==> src/rtl/ikaopll_acc_mixer_if.sv <==
// Sample/volume/result bundle for the IKAOPLL accumulating output mixer.
// The master drives samples and control; the slave (the mixer) returns frame results.
interface ikaopll_acc_mixer_if #(
    parameter int unsigned NUM_CH    = 2,
    parameter int unsigned CH_IDX_W  = 1,
    parameter int unsigned IN_WIDTH  = 9,
    parameter int unsigned VOL_WIDTH = 5,
    parameter int unsigned OUT_WIDTH = 16
);
    logic                          i_FRAME;
    logic                          i_SMP_VALID;
    logic [CH_IDX_W-1:0]           i_SMP_CH;
    logic [IN_WIDTH-1:0]           i_SMP_DATA;
    logic [NUM_CH*VOL_WIDTH-1:0]   i_VOL;
    logic                          i_CLIP_CLR;
    logic                          o_ACC_STRB;
    logic [OUT_WIDTH-1:0]          o_ACC;
    logic                          o_CLIP;
    logic [5:0]                    o_SMP_CNT;

    modport master (
        output i_FRAME, i_SMP_VALID, i_SMP_CH, i_SMP_DATA, i_VOL, i_CLIP_CLR,
        input  o_ACC_STRB, o_ACC, o_CLIP, o_SMP_CNT
    );

    modport slave (
        input  i_FRAME, i_SMP_VALID, i_SMP_CH, i_SMP_DATA, i_VOL, i_CLIP_CLR,
        output o_ACC_STRB, o_ACC, o_CLIP, o_SMP_CNT
    );
endinterface

==> src/rtl/ikaopll_acc_mixer.sv <==
// Multi-channel volume-weighted accumulating output mixer: sign-magnitude samples are
// scaled per channel, summed over a frame and emitted as a saturated/wrapped signed result.
module ikaopll_acc_mixer #(
    parameter int unsigned NUM_CH    = 2,
    parameter int unsigned CH_IDX_W  = 1,
    parameter int unsigned IN_WIDTH  = 9,
    parameter int unsigned VOL_WIDTH = 5,
    parameter int unsigned OUT_WIDTH = 16,
    parameter bit          SATURATE  = 1'b1
) (
    input  logic                 i_EMUCLK,
    input  logic                 i_RST_n,
    input  logic                 i_phi1_NCEN_n,
    ikaopll_acc_mixer_if.slave   bus
);
    localparam int unsigned PROD_W = IN_WIDTH + VOL_WIDTH;
    localparam int unsigned ACC_W  = PROD_W + 5;
    localparam int unsigned EXT_W  = ACC_W + OUT_WIDTH;

    logic                        en;
    logic [IN_WIDTH-2:0]         mag;
    logic [VOL_WIDTH-1:0]        vol_sel;
    logic signed [PROD_W-1:0]    smp_ext;
    logic signed [PROD_W-1:0]    vol_ext;
    logic signed [PROD_W-1:0]    mul;
    logic                        accept;
    logic signed [ACC_W-1:0]     prod_add;
    logic signed [ACC_W-1:0]     fin;
    logic [EXT_W-1:0]            fin_ext;
    logic [EXT_W-OUT_WIDTH:0]    hi;
    logic                        ovf;
    logic [OUT_WIDTH-1:0]        res;
    logic [5:0]                  cnt_inc;

    logic signed [ACC_W-1:0]     acc_q, acc_d;
    logic signed [PROD_W-1:0]    prod_q, prod_d;
    logic                        pv_q, pv_d;
    logic [5:0]                  cnt_q, cnt_d;
    logic [OUT_WIDTH-1:0]        out_q, out_d;
    logic                        strb_q, strb_d;
    logic                        clip_q, clip_d;
    logic [5:0]                  cnt_out_q, cnt_out_d;

    assign en = ~i_phi1_NCEN_n;

    // Stage 1: sign-magnitude to two's complement, then signed multiply by channel volume
    always_comb begin
        mag     = bus.i_SMP_DATA[IN_WIDTH-2:0];
        smp_ext = {{(VOL_WIDTH+1){1'b0}}, mag};
        if (bus.i_SMP_DATA[IN_WIDTH-1]) begin
            smp_ext = -smp_ext;
        end
        vol_sel = '0;
        for (int unsigned k = 0; k < NUM_CH; k++) begin
            if (32'(bus.i_SMP_CH) == k) begin
                vol_sel = bus.i_VOL[k*VOL_WIDTH +: VOL_WIDTH];
            end
        end
        vol_ext = {{IN_WIDTH{vol_sel[VOL_WIDTH-1]}}, vol_sel};
        mul     = smp_ext * vol_ext;
        accept  = bus.i_SMP_VALID && (32'(bus.i_SMP_CH) < NUM_CH);
    end

    // Frame result: the in-flight stage-2 product still belongs to the closing frame
    always_comb begin
        prod_add = pv_q ? {{(ACC_W-PROD_W){prod_q[PROD_W-1]}}, prod_q} : '0;
        fin      = acc_q + prod_add;
        fin_ext  = {{OUT_WIDTH{fin[ACC_W-1]}}, fin};
        hi       = fin_ext[EXT_W-1:OUT_WIDTH-1];
        ovf      = !((&hi) || (~|hi));
        if (SATURATE && ovf) begin
            res = fin[ACC_W-1] ? {1'b1, {(OUT_WIDTH-1){1'b0}}} : {1'b0, {(OUT_WIDTH-1){1'b1}}};
        end else begin
            res = fin_ext[OUT_WIDTH-1:0];
        end
        cnt_inc = (cnt_q == 6'd63) ? cnt_q : cnt_q + 6'd1;
    end

    always_comb begin
        acc_d     = acc_q;
        prod_d    = prod_q;
        pv_d      = pv_q;
        cnt_d     = cnt_q;
        out_d     = out_q;
        strb_d    = 1'b0;
        clip_d    = clip_q;
        cnt_out_d = cnt_out_q;
        if (en) begin
            pv_d   = accept;
            prod_d = accept ? mul : prod_q;
            if (bus.i_FRAME) begin
                acc_d     = '0;
                out_d     = res;
                cnt_out_d = cnt_q;
                cnt_d     = accept ? 6'd1 : 6'd0;
                strb_d    = 1'b1;
            end else begin
                acc_d = fin;
                cnt_d = accept ? cnt_inc : cnt_q;
            end
            if (bus.i_FRAME && ovf) begin
                clip_d = 1'b1;
            end else if (bus.i_CLIP_CLR) begin
                clip_d = 1'b0;
            end
        end
    end

    always_ff @(posedge i_EMUCLK) begin
        if (!i_RST_n) begin
            acc_q     <= '0;
            prod_q    <= '0;
            pv_q      <= 1'b0;
            cnt_q     <= '0;
            out_q     <= '0;
            strb_q    <= 1'b0;
            clip_q    <= 1'b0;
            cnt_out_q <= '0;
        end else begin
            acc_q     <= acc_d;
            prod_q    <= prod_d;
            pv_q      <= pv_d;
            cnt_q     <= cnt_d;
            out_q     <= out_d;
            strb_q    <= strb_d;
            clip_q    <= clip_d;
            cnt_out_q <= cnt_out_d;
        end
    end

    assign bus.o_ACC      = out_q;
    assign bus.o_ACC_STRB = strb_q;
    assign bus.o_CLIP     = clip_q;
    assign bus.o_SMP_CNT  = cnt_out_q;
endmodule
==> src/flat_wrapper.sv <==
// flat-port wrapper written by rule: the top's interface ports become plain ports
module ikaopll_acc_mixer_flat 
#(
    parameter int unsigned NUM_CH    = 2,
    parameter int unsigned CH_IDX_W  = 1,
    parameter int unsigned IN_WIDTH  = 9,
    parameter int unsigned VOL_WIDTH = 5,
    parameter int unsigned OUT_WIDTH = 16,
    parameter bit          SATURATE  = 1'b1
)
  (i_EMUCLK, i_RST_n, i_phi1_NCEN_n, bus_i_FRAME, bus_i_SMP_VALID, bus_i_SMP_CH, bus_i_SMP_DATA, bus_i_VOL, bus_i_CLIP_CLR, bus_o_ACC_STRB, bus_o_ACC, bus_o_CLIP, bus_o_SMP_CNT);
  ikaopll_acc_mixer_if #(.NUM_CH(NUM_CH), .CH_IDX_W(CH_IDX_W), .IN_WIDTH(IN_WIDTH), .VOL_WIDTH(VOL_WIDTH), .OUT_WIDTH(OUT_WIDTH)) bus_i ();
  input  logic i_EMUCLK;
  input  logic i_RST_n;
  input  logic i_phi1_NCEN_n;
  input wire logic [$bits(bus_i.i_FRAME)-1:0] bus_i_FRAME;
  input wire logic [$bits(bus_i.i_SMP_VALID)-1:0] bus_i_SMP_VALID;
  input wire logic [$bits(bus_i.i_SMP_CH)-1:0] bus_i_SMP_CH;
  input wire logic [$bits(bus_i.i_SMP_DATA)-1:0] bus_i_SMP_DATA;
  input wire logic [$bits(bus_i.i_VOL)-1:0] bus_i_VOL;
  input wire logic [$bits(bus_i.i_CLIP_CLR)-1:0] bus_i_CLIP_CLR;
  output wire logic [$bits(bus_i.o_ACC_STRB)-1:0] bus_o_ACC_STRB;
  output wire logic [$bits(bus_i.o_ACC)-1:0] bus_o_ACC;
  output wire logic [$bits(bus_i.o_CLIP)-1:0] bus_o_CLIP;
  output wire logic [$bits(bus_i.o_SMP_CNT)-1:0] bus_o_SMP_CNT;
  assign bus_i.i_FRAME = bus_i_FRAME;
  assign bus_i.i_SMP_VALID = bus_i_SMP_VALID;
  assign bus_i.i_SMP_CH = bus_i_SMP_CH;
  assign bus_i.i_SMP_DATA = bus_i_SMP_DATA;
  assign bus_i.i_VOL = bus_i_VOL;
  assign bus_i.i_CLIP_CLR = bus_i_CLIP_CLR;
  assign bus_o_ACC_STRB = bus_i.o_ACC_STRB;
  assign bus_o_ACC = bus_i.o_ACC;
  assign bus_o_CLIP = bus_i.o_CLIP;
  assign bus_o_SMP_CNT = bus_i.o_SMP_CNT;
  ikaopll_acc_mixer #(.NUM_CH(NUM_CH), .CH_IDX_W(CH_IDX_W), .IN_WIDTH(IN_WIDTH), .VOL_WIDTH(VOL_WIDTH), .OUT_WIDTH(OUT_WIDTH), .SATURATE(SATURATE)) u_core (.i_EMUCLK(i_EMUCLK), .i_RST_n(i_RST_n), .i_phi1_NCEN_n(i_phi1_NCEN_n), .bus(bus_i));
endmodule
==> config.mk <==
export PLATFORM = sky130hd
export DESIGN_NAME = ikaopll_acc_mixer_flat
export DESIGN_NICKNAME = d
export VERILOG_FILES = /design/src/rtl/ikaopll_acc_mixer_if.sv /design/src/rtl/ikaopll_acc_mixer.sv /design/src/flat_wrapper.sv
export SDC_FILE = /design/constraint.sdc
export NUM_CORES = 1
export LEC_CHECK = 0
export BUFFER_PORTS_ARGS = -buffer_cell sky130_fd_sc_hd__buf_2
export CORE_ASPECT_RATIO = 1.75
export CORE_MARGIN = 4
export CORE_UTILIZATION = 64
export CTS_CLUSTER_SIZE = 12
export DETAILED_ROUTE_END_ITERATION = 6
export GPL_TIMING_DRIVEN = 1
export PLACE_DENSITY_LB_ADDON = 0.05
export SLEW_MARGIN = 20
export SYNTH_ARGS = -nofsm -noshare
export SYNTH_HDL_FRONTEND = slang
export SYNTH_SLANG_ARGS = --single-unit
==> constraint.sdc <==
create_clock -name i_EMUCLK -period 13.8 [get_ports i_EMUCLK]
set_clock_uncertainty 0.05 [all_clocks]
set_input_delay 1.38 -clock i_EMUCLK [delete_from_list [all_inputs] [get_ports i_EMUCLK]]
set_output_delay 1.38 -clock i_EMUCLK [all_outputs]
set_load 0.03 [all_outputs]
# After elaboration in Yosys (flattened, before gate mapping)
# Index checks and enable logic that the tools add are counted.
[classes] bitwise_logic=2 n_reduce_logical=13 mul=1 n_mux=13 add_sub_neg=3 n_eq_ne=2
[ops] op="$mux W19" n=2
[ops] op="$mux W16" n=2
[ops] op="$add A19 B19 Y19" n=1
[ops] op="$mux W6" n=3
[ops] op="$mul A14 B5 Y14" n=1
[ops] op="$mux W14" n=1
[ops] op="$neg A8 Y14" n=1
[ops] op="$add A6 B1 Y6 const B" n=1
[ops] op="$eq A6 B6 Y1 const B" n=1
[ops] op="$reduce_and A2 Y1" n=3
[ops] op="$mux W5" n=1
[ops] op="$mux W1" n=4
[ops] op="$reduce_and A4 Y1" n=1
[ops] op="$reduce_bool A2 Y1" n=2
[ops] op="$reduce_or A4 Y1" n=1
[ops] op="$reduce_and A3 Y1" n=1
[ops] op="$logic_not A1 Y1" n=2
[ops] op="$ne A2 B2 Y1 const B" n=1
[ops] op="$not A1 Y1" n=2
[ops] op="$reduce_or A2 Y1" n=1
[ops] op="$logic_and A1 B1 Y1" n=1
[ops] op="$logic_or A1 B1 Y1" n=1
[word_totals] ff_bits=64 input_bits=26

# Logic depth before layout (Yosys ltp)
# Gate-level depths: netlist of the first run.
[logic_depth] word_depth=9 ltp_mapped=21 ltp_nobuf=21

# Worst setup path after synthesis of the first run
# No wires, ideal clock.
[synth_timing] path_kind="in2reg" from="input port bus_i_SMP_DATA[0]" to="register u_core.prod_q[11]" cell_stages=21 slack_ns=7.883 path_buffers=0 t_required_ns=13.635 t_arrival_ns=5.752 setup_ns=0.115 path_cell_list="inv_1 ha_1 or3b_2 nand2_1 xor2_1 nor2_1 fa_1 inv_1 fa_1 inv_1 fa_1 inv_1 fa_1 nor2b_1 o21ai_0 a21boi_0 o21ai_0 a21oi_1 xnor2_1 o21ai_0 and2_1"
[synth_between] elab_chain_len=3
[synth_rtl] element="from (decl)" line="flat_wrapper.sv:19" source="input wire logic [$bits(bus_i.i_SMP_DATA)-1:0] bus_i_SMP_DATA;"
[synth_rtl] element="$neg A8 Y14" line="ikaopll_acc_mixer.sv:51" source="smp_ext = -smp_ext;"
[synth_rtl] element="$mux W14 *" line="ikaopll_acc_mixer.sv:50" source="if (bus.i_SMP_DATA[IN_WIDTH-1]) begin"
[synth_rtl] element="$mul A14 B5 Y14 *" line="ikaopll_acc_mixer.sv:60" source="mul = smp_ext * vol_ext;"
[synth_rtl] element="to (signal assigned)" line="ikaopll_acc_mixer.sv:121" source="prod_q <= prod_d;"
[synth_rtl] element="to (decl)" line="ikaopll_acc_mixer.sv:36" source="logic signed [PROD_W-1:0] prod_q, prod_d;"
# Mark *: on every way between the ends. The rest lies on a longest branch, timed or not.
# A chain may end at the register's enable or synchronous reset.

# Worst setup path in the final report of the first run
# Ends and elaborated chain as after synthesis.

==> impl_metrics.csv, run 1 <==
group,metric,value,unit
sta,rsz0062_at_grt,"false",
sta,min_period_over_period,44.6,%
min_path,min_path_type,"register to register",
floorplan,die_w,77.9,µm
power,power_frac_seq,27.4,%
run_status,status,"finished, final reports clean",
sta,setup-violations-final,0,
final_layout,area_delta_synth_final,11.4,%
route,drtPass1Iterations,4,
final_layout,final_net_count,779,
sta,slew_violations,0,
sta,finalCriticalPeriod,6.16,ns
worst_setup_path,end_kind,"register",
clocking,cts_tree,"yes",
placement,port_buffers,49,
synth,syn-num-nets,743,
worst_setup_path,crit_fanout,6,
power,p_per_area,122,nW/µm²
final_layout,diodes,0,
synth,yosys_warnings,0,
power,switching_share,33.7,%
power,p_clk_share,35.7,%
worst_setup_path,critical_path_class,"input pin to register",
sta,hold_viol_final,0,
power,p_switching,0.250,mW
clocking,clock-root-buffer,"clkbuf_16",
sta,fmax,162,MHz
sta,hold_slack,0.398,ns
sta,slew_headroom,26.8,%
synth,synth_cell_type_count,69,
run,maxCapViolCount,0,
synth,yosysTopAreaCellShare,23.4,%
floorplan,die_area,10200,µm²
floorplan,core_region_area,8310,µm²
global_route,grt_pass1_vias,4805,
final_layout,fin_cells,797,
clocking,cts_resized,0,
route,vias,4691,
synth,synthCells,641,
synth,ys_seq_area_share,23.4,%
clocking,insertion_delay,0.33,ns
route,ant_nets,0,
floorplan,ioPinCount,50,
synth,synth_edf_count,0,
route,wl_per_cell,16.4,µm
route,drtIter0Drc,237,
synth,postSynthAreaPerCell,8.54,µm²
final_layout,final_core_util,73.3,%
clocking,post_cts.repair.setup_buffers,0,
worst_setup_path,start_kind,"input pin",
route,routed_via_density,5.89,
clocking,cts_num_sinks,64,
clocking,ctsHoldBuffers,0,
floorplan,die_h,130,µm
floorplan,initial_utilization,65.8,%
clocking,clockBufferDepth,2,
placement,dp_hpwl,10400,µm
synth,synth_area,5470,µm²
route,drc,0,
worst_setup_path,crit_start,"bus_i_SMP_DATA[0]",
global_route,grt_pass1_wl,21900,µm
synth,synth_area_leader_cell,"dfxtp_1",
min_path,hold_depth,2,
placement,place_inst,781,
route,postRouteWirelength,13100,µm
global_route,antenna_found_initial,0,
synth,synth_top_cells_by_area,"dfxtp_1 (23%), fa_1 (11%), ha_1 (10%), inv_1 (4.3%), nand2_1 (4.3%)",
worst_setup_path,r2r_cells,10,
synth,synth.ff_latch_count,64,
min_path,min_from,"u_core.bus.o_ACC[15]",
power,p_leak,2.79,nW
worst_setup_path,required,13.98,ns
clocking,h-tree-depth,3,
worst_setup_path,r2r-start,"u_core.pv_q",
clocking,cts-buffers-inserted,9,
synth,synth_ff_type,"dfxtp_1",
sta,worstMarginPinSlew,1.10,ns
global_route,grt_max_degree,48,
placement,pre_cts_ws,7.29,ns
sta,fin_setup_tns,0,ns
power,vdd_drop_max,0.0000799,V
global_route,grt_overflow_total,0,
final_layout,drive_gt1_share,14.2,%
synth,synth_common_cells,"dfxtp_1 (64), inv_1 (62), nand2_1 (62)",
power,power.internal,0.493,mW
worst_setup_path,critPathArrivalTime,6.33,ns
power,combPwrFrac,37.0,%
global_route,grt_usage,27.2,%
floorplan,num_rows,44,
placement,place_congestion,0.907,
sta,worst_slack,7.64,ns
synth,synth.most_common_cell,"dfxtp_1",
synth,async_reset_ff_share,0,%
clocking,clkTransAtPathRegs,0.06,ns
through the flow:
stage,instance area [µm²],power (mW)
2_1_floorplan,5470,0.422
3_3_place_gp,5750,0.474
3_5_place_dp,5750,0.484
4_1_cts,6100,0.750
5_1_grt,6100,0.797
6_report,6100,0.743
worst max-delay path: stages:
cell      delay [ns]
buf_2           0.11
inv_1           0.14
ha_1            0.20
or3b_2          0.51
nand2_1         0.11
xor2_1          0.32
nor2_1          0.10
fa_1            0.48
inv_1           0.05
fa_1            0.48
inv_1           0.05
fa_1            0.56
inv_1           0.06
fa_1            0.44
nor2b_1         0.15
o21ai_0         0.11
a21boi_0        0.25
o21ai_0         0.16
a21oi_1         0.25
xnor2_1         0.15
o21ai_0         0.08
and2_1          0.19
metal layers:
metal / global-route usage (%) / part of all wire, % / wire, µm
met5: 0 / 0 / 0
met4: 19.9 / 6.5 / 849
met3: 4.07 / 2.9 / 381
met2: 53.2 / 58 / 7580
met1: 24.9 / 33 / 4260
kinds of logic (layout without fill, tap and decap cells):
family | after synthesis | count (layout) | synth area share (%)
adder cells (fa/ha/maj) | 76 | 76 | 21.6
multiplexers | 8 | 8 | 1.46
AO/OA/AOI/OAI | 139 | 139 | 19.7
AND/OR/NAND/NOR | 226 | 226 | 20.9
flip-flops | 64 | 64 | 23.4
XOR/XNOR | 37 | 37 | 5.92
buffers and inverters | 91 | 132 | 7.00
flip-flops by register name (all words and copies together), names as in the netlist:
register and count:
u_core.bus.o_ACC 16, u_core.acc_q 19, u_core.cnt_q 6, u_core.bus.o_CLIP 1, u_core.prod_q 14, u_core.bus.o_ACC_STRB 1, u_core.pv_q 1, u_core.bus.o_SMP_CNT 6
layout make-up:
| class | count | area [µm²] |
|---|---|---|
| Clock buffer | 9 | 225 |
| Clock inverter | 7 | 125 |
| Fill cell | 695 | 2220 |
| Inverter | 63 | 236 |
| Multi-Input combinational cell | 486 | 3810 |
| Sequential cell | 64 | 1280 |
| Tap cell | 115 | 144 |
| Timing Repair Buffer | 53 | 275 |
power groups by stage:
| stage | clock network (mW) | registers (mW) | logic [mW] |
|---|---|---|---|
| global route | 0.276 | 0.205 | 0.316 |
| detailed placement | 0 | 0.207 | 0.277 |
| CTS | 0.268 | 0.204 | 0.278 |
| global placement | 0 | 0.207 | 0.267 |
| floorplan | 0 | 0.210 | 0.212 |
| finish | 0.265 | 0.204 | 0.275 |
cells in the final DEF, fill, tap and decap left out, types with 7 or more instances in the layout:
master and count:
fa_1 31, o21ai_0 26, nand2_1 62, o31ai_1 8
a22oi_1 9, mux2i_1 8, and2_1 29, a21boi_0 9
dfxtp_1 64, inv_1 62, a21oi_1 20, buf_2 49
xnor2_1 24, nand3_1 9, xor2_1 13, or2_2 8
nor2b_1 22, clkbuf_16 9, ha_1 45, o211ai_1 8
a22o_1 7, nor2_1 53
worst paths after layout:
kind / slack, ns / end
setup / recovery: 7.64 / u_core.prod_q[11]
hold / removal: 0.40 / u_core.bus.o_ACC[15]
setup reg to reg: 9.90 / u_core.bus.o_ACC[2]
hold reg to reg: 0.40 / u_core.bus.o_ACC[15]
Power figures use the tool's default switching activity.
==> run 2, diff against run 1 <==
--- a/config.mk
+++ b/config.mk
@@ -8,7 +8,7 @@
 export BUFFER_PORTS_ARGS = -buffer_cell sky130_fd_sc_hd__buf_2
 export CORE_ASPECT_RATIO = 1.75
 export CORE_MARGIN = 4
-export CORE_UTILIZATION = 64
+export CORE_UTILIZATION = 55
 export CTS_CLUSTER_SIZE = 12
 export DETAILED_ROUTE_END_ITERATION = 6
 export GPL_TIMING_DRIVEN = 1
==> constraint.sdc (replaced) <==
create_clock -name i_EMUCLK -period 5.45 [get_ports i_EMUCLK]
set_clock_uncertainty 0.05 [all_clocks]
set_input_delay 0.545 -clock i_EMUCLK [delete_from_list [all_inputs] [get_ports i_EMUCLK]]
set_output_delay 0.545 -clock i_EMUCLK [all_outputs]
set_load 0.03 [all_outputs]
==> impl_metrics.csv, run 2 (synthesized netlist as in run 1, its figures left out) <==
group,metric,value,unit
clocking,clockBufferDepth,2,
route,ant_nets,0,
final_layout,largest_register,"u_core.acc_q",
global_route,grtUsageMet3,4.29,%
route,drtIter0Drc,138,
run_status,status,"finished, final reports clean",
global_route,grt-busiest-layer,"met2",
clocking,clock-root-buffer,"clkbuf_16",
route,wl_per_cell,16.2,µm
min_path,min_to,"u_core.prod_q[3]",
power,switching_share,35.2,%
worst_setup_path,r2r_end,"u_core.bus.o_ACC[2]",
sta,hold_viol_final,0,
worst_setup_path,required,5.58,ns
power,p_clk_share,32.1,%
power,vdd_drop_max,0.000203,V
floorplan,die_area,11700,µm²
sta,rsz0062_at_grt,"false",
worst_setup_path,critPathArrivalTime,5.17,ns
route,drtPass1Iterations,5,
clocking,cts_num_sinks,64,
final_layout,area_delta_synth_final,11.9,%
worst_setup_path,worst-path-buf-inv,5,
worst_setup_path,crit_chain,"buf_2, inv_1, ha_1, or3b_2, nand2_1, xor2_1, nor2_1, fa_1, inv_1, fa_1, inv_1, fa_1, inv_1, fa_1, nor2b_2, o21ai_0, a21boi_1, o21ai_0, a21oi_1, a31oi_1, xnor2_1, a21oi_1",
worst_setup_path,slowest_stage,"fa_1",
clocking,insertion_delay,0.34,ns
final_layout,layout_common_cells,"dfxtp_1 (64), inv_1 (62), nand2_1 (62), nor2_1 (53), buf_2 (49)",
worst_setup_path,critical_path_class,"input pin to register",
final_layout,largest_reg_flops,19,
final_layout,drive_gt1_share,15.4,%
worst_setup_path,end_kind,"register",
sta,min_period_over_period,92.5,%
global_route,use_met2,45.4,%
worst_setup_path,ff2ff_setup_slack,1.65,ns
global_route,antenna_found_initial,0,
global_route,grt_overflow_total,0,
final_layout,fill_cells,855,
sta,finalCriticalPeriod,5.04,ns
worst_setup_path,cpLargestDelayFamily,"adder cells",
power,combPwrFrac,39.5,%
floorplan,ioPinCount,50,
placement,pre_cts_ws,-0.0605,ns
floorplan,die_w,83.4,µm
clocking,h-tree-depth,3,
power,p_switching,0.637,mW
worst_setup_path,start_kind,"input pin",
power,p_leak,2.80,nW
floorplan,num_rows,47,
clocking,clkTransAtPathRegs,0.05,ns
route,vias,4598,
floorplan,initial_utilization,57.1,%
min_path,min_from,"u_core.prod_q[3]",
power,power.internal,1.18,mW
clocking,cts_tree,"yes",
sta,slew_violations,0,
min_path,min_path_type,"register to register",
worst_setup_path,crit_fanout,3,
sta,fmax,198,MHz
route,routed_via_density,5.66,
clocking,post_cts.repair.setup_buffers,0,
floorplan,core_region_area,9590,µm²
placement,place_congestion,0.912,
worst_setup_path,r2r-start,"u_core.pv_q",
sta,worst_slack,0.411,ns
route,drc,0,
final_layout,final_common_cell,"dfxtp_1",
worst_setup_path,r2r_cells,10,
global_route,grt_max_degree,48,
sta,hold_slack,0.407,ns
sta,worstMarginPinSlew,1.08,ns
placement,placed_area,5810,µm²
sta,slew_headroom,28.2,%
final_layout,final_net_count,787,
route,postRouteWirelength,13200,µm
min_path,hold_depth,2,
clocking,cts-buffers-inserted,9,
placement,dp_hpwl,10600,µm
power,p_per_area,296,nW/µm²
power,power_frac_seq,28.4,%
global_route,grt_usage,23.4,%
global_route,met1_usage,21.0,%
final_layout,fin_area,6120,µm²
global_route,grt_pass1_vias,4774,
final_layout,final_core_util,63.9,%
floorplan,die_h,140,µm
final_layout,diodes,0,
worst_setup_path,slowest_delay,0.57,ns
sta,setup-violations-final,0,
global_route,grt_pass1_wl,22000,µm
placement,port_buffers,49,
run,maxCapViolCount,0,
run 2: changes by cell type in the layout (fill, tap and decap cells not counted), moves of 2 or more:
cell	before	now
buf_4	4	12
inv_6	3	1
bufinv_16	3	1
clkinvlp_4	0	3
run 2: timing repair:
item	CTS	global route
endpoints found under the setup margin	0	2
gates resized for setup	0	2
hold buffers	0	0
run 2: per-layer routing:
metal | up-vias | part of all wire [%]
met2 | 83 | 57
met1 | 2192 | 34
met5 | - | 0
li1 | 2279 | -
met4 | 0 | 6.8
met3 | 44 | 2.5
run 2: cell type report:
cell class / instances / area [µm²] / share of cell area [%]
clock buffer: 10 / 239 / 3.90
clock inverter: 6 / 66.3 / 1.08
inverter: 63 / 236 / 3.86
multi-input combinational: 486 / 3810 / 62.3
sequential: 64 / 1280 / 20.9
tap: 122 / 153 / 2.49
timing repair buffer: 61 / 335 / 5.48
run 2: worst max path at each step:
stage                       from  depth (start not counted)  slack [ns]                end
3_3_place_gp   bus_i_SMP_DATA[0]                         22        0.12  u_core.prod_q[11]
4_1_cts        bus_i_SMP_DATA[0]                         22        0.29  u_core.prod_q[13]
5_1_grt        bus_i_SMP_DATA[0]                         22        0.03  u_core.prod_q[13]
2_1_floorplan  bus_i_SMP_DATA[0]                         21        0.37  u_core.prod_q[11]
6_report       bus_i_SMP_DATA[0]                         22        0.41  u_core.prod_q[13]
3_5_place_dp   bus_i_SMP_DATA[0]                         22       -0.06  u_core.prod_q[13]
run 2: tightest hold or removal path, stage by stage (launching register included):
cell and delay, ns:
dfxtp_1 0.30, nand2_1 0.04, a21boi_0 0.06
run 2: power groups by stage:
stage          combinational, mW  sequential (mW)  clock [mW]
2_1_floorplan              0.537            0.531           0
6_report                   0.716            0.515       0.581
3_5_place_dp               0.719            0.525           0
5_1_grt                    0.820            0.519       0.608
3_3_place_gp               0.701            0.524           0
4_1_cts                    0.723            0.515       0.588
run 2: stage by stage:
step | power (mW) | setup TNS (ns) | cells
2_1_floorplan | 1.07 | 0 | 641
3_3_place_gp | 1.23 | 0 | 796
3_5_place_dp | 1.24 | -0.108 | 796
4_1_cts | 1.83 | 0 | 812
5_1_grt | 1.95 | 0 | 812
6_report | 1.81 | 0 | 812
